==> src/rtl/ft_tx_arbiter_pkg.sv <==
// Shared constants for the FT245 transmit arbiter: frame tags, fixed headers,
// grant codes and the Gray-coded state set (CSUM exists only with FT_TX_CHECKSUM_EN).
package ft_tx_arbiter_pkg;

    localparam logic [1:0] TAG_MCP = 2'b01;
    localparam logic [1:0] TAG_RSP = 2'b10;
    localparam logic [1:0] TAG_CCD = 2'b11;

    localparam logic [7:0] HDR_RSP = {TAG_RSP, 6'd0};
    localparam logic [7:0] HDR_MCP = {TAG_MCP, 6'd1};

    localparam logic [1:0] GNT_NONE = 2'd0;
    localparam logic [1:0] GNT_MCP  = 2'd1;
    localparam logic [1:0] GNT_RSP  = 2'd2;
    localparam logic [1:0] GNT_CCD  = 2'd3;

    typedef enum logic [2:0] {
        S_IDLE     = 3'b000,
        S_HDR      = 3'b001,
        S_MCP_MSB  = 3'b011,
        S_MCP_LSB  = 3'b010,
        S_RSP_BYTE = 3'b110,
        S_CCD_DATA = 3'b111
`ifdef FT_TX_CHECKSUM_EN
        ,
        S_CSUM     = 3'b101
`endif
    } state_e;

    function automatic logic [7:0] mk_hdr(input logic [1:0] tag,
                                          input logic [6:0] len);
        return {tag, 6'(len - 7'd1)};
    endfunction

endpackage

==> src/rtl/ft_tx_checksum.sv <==
// Running XOR over every byte of a frame; cleared between frames.
// Built only when FT_TX_CHECKSUM_EN is defined.
`ifdef FT_TX_CHECKSUM_EN
module ft_tx_checksum (
    input  logic       clk,
    input  logic       rst,
    input  logic       clr,
    input  logic       acc,
    input  logic [7:0] din,
    output logic [7:0] sum
);

    logic [7:0] sum_q, sum_d;

    // clear wins over accumulate so a new frame starts from zero
    always_comb begin
        sum_d = sum_q;
        if (clr)
            sum_d = 8'h00;
        else if (acc)
            sum_d = sum_q ^ din;
    end

    // running XOR register
    always_ff @(posedge clk or posedge rst) begin
        if (rst)
            sum_q <= 8'h00;
        else
            sum_q <= sum_d;
    end

    assign sum = sum_q;

endmodule
`endif

==> src/rtl/ft_tx_arbiter.sv <==
// Arbitrates rsp > mcp > ccd onto one FT245 byte stream as tagged frames.
// Define FT_TX_CHECKSUM_EN to append an XOR trailer byte to every frame.
module ft_tx_arbiter
    import ft_tx_arbiter_pkg::*;
#(
    parameter int CCD_BURST = 64,
    parameter int LVL_W     = 9
) (
    input  logic             clk,
    input  logic             rst,
    input  logic [7:0]       ccd_data,
    input  logic             ccd_valid,
    input  logic [LVL_W-1:0] ccd_level,
    input  logic             ccd_flush,
    output logic             ccd_ready,
    input  logic             mcp_req,
    input  logic [9:0]       mcp_word,
    output logic             mcp_ack,
    input  logic             rsp_req,
    input  logic [7:0]       rsp_byte,
    output logic             rsp_ack,
    output logic [7:0]       tx_data,
    output logic             tx_valid,
    input  logic             tx_ready,
    output logic [1:0]       grant,
    output logic             busy
);

    localparam logic [6:0] BURST = 7'(CCD_BURST);

    state_e     state_q, state_d;
    logic [7:0] hdr_q, hdr_d;
    logic [7:0] lsb_q, lsb_d;
    logic [1:0] msb_q, msb_d;
    logic [6:0] cnt_q, cnt_d;
    logic [1:0] grant_q, grant_d;
    logic       busy_q, busy_d;
    logic       flush_q, flush_d;
    logic       mcp_ack_q, mcp_ack_d;
    logic       rsp_ack_q, rsp_ack_d;
    logic       last;
    logic       ccd_full;
    logic       ccd_empty;
    logic [6:0] short_len;

    assign ccd_full  = ccd_level >= LVL_W'(CCD_BURST);
    assign ccd_empty = ccd_level == '0;
    assign short_len = 7'(ccd_level);

`ifdef FT_TX_CHECKSUM_EN
    logic [7:0] csum;

    ft_tx_checksum u_csum (
        .clk (clk),
        .rst (rst),
        .clr (state_q == S_IDLE),
        .acc (tx_valid && tx_ready && state_q != S_CSUM),
        .din (tx_data),
        .sum (csum)
    );
`endif

    // next-state, arbitration and byte-path muxing
    always_comb begin
        state_d   = state_q;
        hdr_d     = hdr_q;
        lsb_d     = lsb_q;
        msb_d     = msb_q;
        cnt_d     = cnt_q;
        grant_d   = grant_q;
        busy_d    = busy_q;
        flush_d   = flush_q;
        mcp_ack_d = 1'b0;
        rsp_ack_d = 1'b0;
        last      = 1'b0;
        tx_valid  = 1'b0;
        tx_data   = 8'h00;
        ccd_ready = 1'b0;

        case (state_q)
            S_IDLE: begin
                if (ccd_empty)
                    flush_d = 1'b0;
                if (rsp_req) begin
                    state_d   = S_HDR;
                    hdr_d     = HDR_RSP;
                    lsb_d     = rsp_byte;
                    rsp_ack_d = 1'b1;
                    grant_d   = GNT_RSP;
                    busy_d    = 1'b1;
                end else if (mcp_req) begin
                    state_d   = S_HDR;
                    hdr_d     = HDR_MCP;
                    lsb_d     = mcp_word[7:0];
                    msb_d     = mcp_word[9:8];
                    mcp_ack_d = 1'b1;
                    grant_d   = GNT_MCP;
                    busy_d    = 1'b1;
                end else if (ccd_full) begin
                    state_d = S_HDR;
                    hdr_d   = mk_hdr(TAG_CCD, BURST);
                    cnt_d   = BURST;
                    grant_d = GNT_CCD;
                    busy_d  = 1'b1;
                end else if (flush_q && !ccd_empty) begin
                    state_d = S_HDR;
                    hdr_d   = mk_hdr(TAG_CCD, short_len);
                    cnt_d   = short_len;
                    flush_d = 1'b0;
                    grant_d = GNT_CCD;
                    busy_d  = 1'b1;
                end
            end
            S_HDR: begin
                tx_valid = 1'b1;
                tx_data  = hdr_q;
                if (tx_ready) begin
                    case (grant_q)
                        GNT_MCP: state_d = S_MCP_MSB;
                        GNT_RSP: state_d = S_RSP_BYTE;
                        default: state_d = S_CCD_DATA;
                    endcase
                end
            end
            S_MCP_MSB: begin
                tx_valid = 1'b1;
                tx_data  = {6'b0, msb_q};
                if (tx_ready)
                    state_d = S_MCP_LSB;
            end
            S_MCP_LSB, S_RSP_BYTE: begin
                tx_valid = 1'b1;
                tx_data  = lsb_q;
                last     = tx_ready;
            end
            S_CCD_DATA: begin
                tx_valid  = ccd_valid;
                tx_data   = ccd_data;
                ccd_ready = tx_ready && ccd_valid;
                if (ccd_ready) begin
                    cnt_d = cnt_q - 7'd1;
                    last  = cnt_q == 7'd1;
                end
            end
`ifdef FT_TX_CHECKSUM_EN
            S_CSUM: begin
                tx_valid = 1'b1;
                tx_data  = csum;
                if (tx_ready) begin
                    state_d = S_IDLE;
                    busy_d  = 1'b0;
                    grant_d = GNT_NONE;
                end
            end
`endif
            default: state_d = S_IDLE;
        endcase

        if (last) begin
`ifdef FT_TX_CHECKSUM_EN
            state_d = S_CSUM;
`else
            state_d = S_IDLE;
            busy_d  = 1'b0;
            grant_d = GNT_NONE;
`endif
        end

        if (ccd_flush)
            flush_d = 1'b1;
    end

    // state and frame context registers
    always_ff @(posedge clk or posedge rst) begin
        if (rst) begin
            state_q   <= S_IDLE;
            hdr_q     <= 8'h00;
            lsb_q     <= 8'h00;
            msb_q     <= 2'b00;
            cnt_q     <= 7'd0;
            grant_q   <= GNT_NONE;
            busy_q    <= 1'b0;
            flush_q   <= 1'b0;
            mcp_ack_q <= 1'b0;
            rsp_ack_q <= 1'b0;
        end else begin
            state_q   <= state_d;
            hdr_q     <= hdr_d;
            lsb_q     <= lsb_d;
            msb_q     <= msb_d;
            cnt_q     <= cnt_d;
            grant_q   <= grant_d;
            busy_q    <= busy_d;
            flush_q   <= flush_d;
            mcp_ack_q <= mcp_ack_d;
            rsp_ack_q <= rsp_ack_d;
        end
    end

    assign grant   = grant_q;
    assign busy    = busy_q;
    assign mcp_ack = mcp_ack_q;
    assign rsp_ack = rsp_ack_q;

endmodule
==> config.mk <==
export PLATFORM = sky130hd
export DESIGN_NAME = ft_tx_arbiter
export DESIGN_NICKNAME = d
export VERILOG_FILES = /design/src/rtl/ft_tx_arbiter_pkg.sv /design/src/rtl/ft_tx_checksum.sv /design/src/rtl/ft_tx_arbiter.sv
export SDC_FILE = /design/constraint.sdc
export NUM_CORES = 1
export LEC_CHECK = 0
export ABC_AREA = 1
export CORE_MARGIN = 5
export CORE_UTILIZATION = 48
export DETAILED_ROUTE_END_ITERATION = 16
export GPL_TIMING_DRIVEN = 0
export PLACE_DENSITY = 0.9
export SYNTH_ARGS = -nofsm -noshare
export SYNTH_HDL_FRONTEND = slang
export SYNTH_HIERARCHICAL = 1
export SYNTH_SLANG_ARGS = --single-unit
==> constraint.sdc <==
create_clock -name clk -period 1.8 [get_ports clk]
set_clock_uncertainty 0.15 [all_clocks]
set_input_delay 0.27 -clock clk [delete_from_list [all_inputs] [get_ports clk]]
set_output_delay 0.27 -clock clk [all_outputs]
set_load 0.005 [all_outputs]
==> flow_summary_export.csv <==
group,metric,value,unit
power,p_leak,1.577,nW
die,fp.dieH,76,um
clocking,clk_pin_slew,80,ps
sta,finalCriticalPeriod,2112,ps
global_route,grt_pass1_vias,2267,
yosys,synth-simple-area-share,33.39,%
worst_setup_path,worst-r2r-cell-count,9,
yosys,syn-num-nets,329,
yosys,yosysTopAreaCell,"dfrtp_1",
status,status,"complete, but fails checks",
route,ant_nets,0,
worst_setup_path,r2r_slack,-150,ps
die,start_util,48.69,%
yosys,muxShareOfSynthArea,0,%
sta,finalMaxSlewViolations,0,
cells_and_area,fillers,270,
sta,fin_setup_tns,-3617,ps
sta,setup_ws,-311.6,ps
worst_setup_path,crit_arrival,1690,ps
run,max_cap_viol_count,0,
global_route,grtUsageTotal,22.68,%
yosys,ys_seq_area_share,40.69,%
sta,finalSetupViolCount,36,
sta,rsz0062_at_grt,"yes",
clocking,ctsHtreeMaxLevel,2,
route,vias_per_cell,6.023,
yosys,yosysTopAreaCellShare,40.69,%
sta,fmax,473.6,MHz
power,intPower,2.898,mW
power,power.share.combinational,53.9,%
global_route,gr-total-overflow,0,
yosys,ys_ff_latch,34,
worst_setup_path,cp-start-kind,"flip-flop",
die,ios,57,
route,drtPass1Iterations,5,
worst_setup_path,path_max_fanout,4,
worst_setup_path,path_class,"flip-flop to output pin",
clocking,cts_buffer_depth,2,
yosys,synth_cell_type_count,32,
worst_hold_path,min_to,"state_q[1]",
sta,hold_viol_final,0,
place,io_buffers,56,
yosys,avgSynthCellArea,7.388,um^2
worst_setup_path,rr_startpoint,"state_q[1]",
yosys,synth_xor_xnor_area_share,0.4189,%
clocking,cts_tree,"yes",
power,p_clk_share,18.1,%
global_route,antenna_found_initial,0,
worst_setup_path,cp_data_required_time,1380,ps
route,post_drt_wl_per_cell,19.21,um
yosys,synth_area_leaders,"dfrtp_1, nand2_1, o21ai_0",
cells_and_area,drive_gt1_share,28.80,%
yosys,synthAdderAreaFrac,2.394,%
clocking,clock_latency,300,ps
sta,worstMarginPinSlew,732.3,ps
yosys,synth-compound-area-share,15.98,%
die,rows,24,
worst_setup_path,max_stage_delay,470,ps
power,finalPower,4.976,mW
sta,period_share,117.3,%
power,power_switching_share,41.77,%
route,dr_total_vias,2572,
place,place_ws,-458.8,ps
worst_setup_path,cp_common_cell,"buf_6",
route,wirelength,8203,um
worst_hold_path,min_path_type,"input port to flip-flop",
yosys,yosysWarnings,6,
route,drc,0,
worst_setup_path,critPathSlowestCell,"dfrtp_2",
clocking,cts_sinks,34,
power,power.switching,2.079,mW
worst_hold_path,min_path_cells,3,
cells_and_area,final_net_count,420,
status,violations,"setup timing",
cells_and_area,diodes,0,
sta,maxSlewHeadroom,51.11,%
yosys,synth_ff_type,"dfrtp_1",
cells_and_area,utilization,76.57,%
yosys,synth_area,2091,um^2
worst_setup_path,worstSetupEndpointType,"output pin",
yosys,synth_edf_count,0,
die,dieArea,5776,um^2
worst_setup_path,cp_cell_sequence,"inv_4 > nor2_4 > buf_6 > buf_6 > buf_6 > a22oi_2 > nand3_1 > buf_2",
yosys,async_flop_share,100.0,%
power,pwr-share-seq,28.0,%
place,dpl.hpwl,4228,um
worst_setup_path,worstReg2RegEnd,"cnt_q[2]",
die,coreArea,4294,um^2
clocking,root_buffer,"clkbuf_8",
worst_hold_path,hp-start,"tx_ready",
yosys,synth_cells,283,
power,power_density,1513,nW/um^2
cells_and_area,syn2layout_area_growth,57.27,%
place,place.gp.congestion,0.8673,
clocking,cts-buffers-inserted,5,
route,drt_iter0_drc,237,
power,peakVddDrop,0.5966,mV
global_route,grt_max_degree,35,
die,fp.dieW,76,um
global_route,grt_pass1_wl,10720,um
yosys,synth_top_family_by_area,"simple AND/OR/NAND/NOR gates",
-- cell type report --
type | instances | area (um^2) | share of cell area, %
well taps | 52 | 65.06 | 1.979
multi-input cells | 216 | 1301 | 39.57
repair buffers | 81 | 759.5 | 23.10
clock buffers | 5 | 68.82 | 2.093
plain buffers | 4 | 32.53 | 0.9893
flip-flops and latches | 34 | 854.6 | 25.99
inverters | 32 | 137.6 | 4.186
clock inverters | 3 | 68.82 | 2.093
-- critical path, delay by kind of cell (launching register included) --
kind	cells	cell delay, ps
flops	1	470
simple gates	2	160
buf+inv	5	570
compound gates	1	170
-- worst max-delay path by stage --
stage                     startpoint          to
after detailed placement  state_q[0]  tx_data[3]
after global routing      state_q[0]  tx_data[1]
final                     state_q[1]  tx_data[1]
after CTS                 state_q[1]  tx_data[1]
after floorplan           state_q[0]  tx_data[0]
after global placement    state_q[0]  tx_data[0]
-- cell usage in the layout, fill, tap and decap left out, types with 10 or more instances in the layout --
| cell | n |
|---|---|
| buf_4 | 13 |
| clkdlybuf4s50_1 | 44 |
| buf_2 | 10 |
| nor2_1 | 28 |
| inv_1 | 19 |
| nand2_1 | 68 |
| buf_6 | 15 |
| dfrtp_1 | 31 |
| o21ai_0 | 20 |
| nand3_1 | 15 |
-- cell usage after synthesis (3+ instances only) --
library cell	instances
nand2_1	79
o21ai_1	3
nor3_1	3
o21ai_0	25
o41ai_1	3
inv_1	27
a21oi_1	10
nor2_2	5
o21a_1	5
nand3_1	16
ha_1	4
nand3_2	3
nor2_1	30
inv_2	4
nand4_1	5
a22oi_1	7
dfrtp_1	34
-- registers in the layout (all words and copies together) (netlist names) --
register,count
hdr_q,8
lsb_q,8
cnt_q,7
state_q,3
grant,2
msb_q,2
busy,1
flush_q,1
mcp_ack,1
rsp_ack,1
-- power groups by stage --
stage	clock network (mW)	logic, mW	registers, mW
detailed placement	0	1.82	1.35
global route	0.924	2.88	1.41
global placement	0	1.76	1.33
floorplan	0	1.16	1.29
CTS	0.871	2.11	1.35
finish	0.899	2.68	1.39
-- through the flow --
stage / hold slack, ps / cells / cell area, um^2
6_report: 217.0 / 427 / 3288
3_3_place_gp: 307.8 / 391 / 2716
5_1_grt: 242.2 / 427 / 3288
2_1_floorplan: 218.4 / 283 / 2091
3_5_place_dp: 318.6 / 391 / 2716
4_1_cts: 337.7 / 417 / 3042
-- what timing repair did --
| action | CTS | global route |
|---|---|---|
| gates cloned | 1 | 2 |
| pin swaps | 12 | 19 |
| setup buffers | 18 | 8 |
| resized for setup | 52 | 66 |
| hold buffers | 0 | 0 |
| endpoints found under the setup margin | 10 | 42 |
| endpoints found under the hold margin | 0 | 0 |
-- per-layer routing --
| metal | share of wire, % | vias up | track usage, % |
|---|---|---|---|
| met5 | 0 | - | 0 |
| met4 | 5.4 | 0 | 9.075 |
| met3 | 8.8 | 43 | 6.501 |
| met2 | 49 | 175 | 38.18 |
| met1 | 36 | 1237 | 26.99 |
| li1 | - | 1117 | - |
-- logic make-up after synthesis --
logic type | after synthesis
and+or+nand+nor | 151
xor gates and xnor gates | 1
buffers and inverters | 36
AOI/OAI and AO/OA | 57
adders and majority gates | 4
DFF | 34
(Power assumes the default switching activity.)
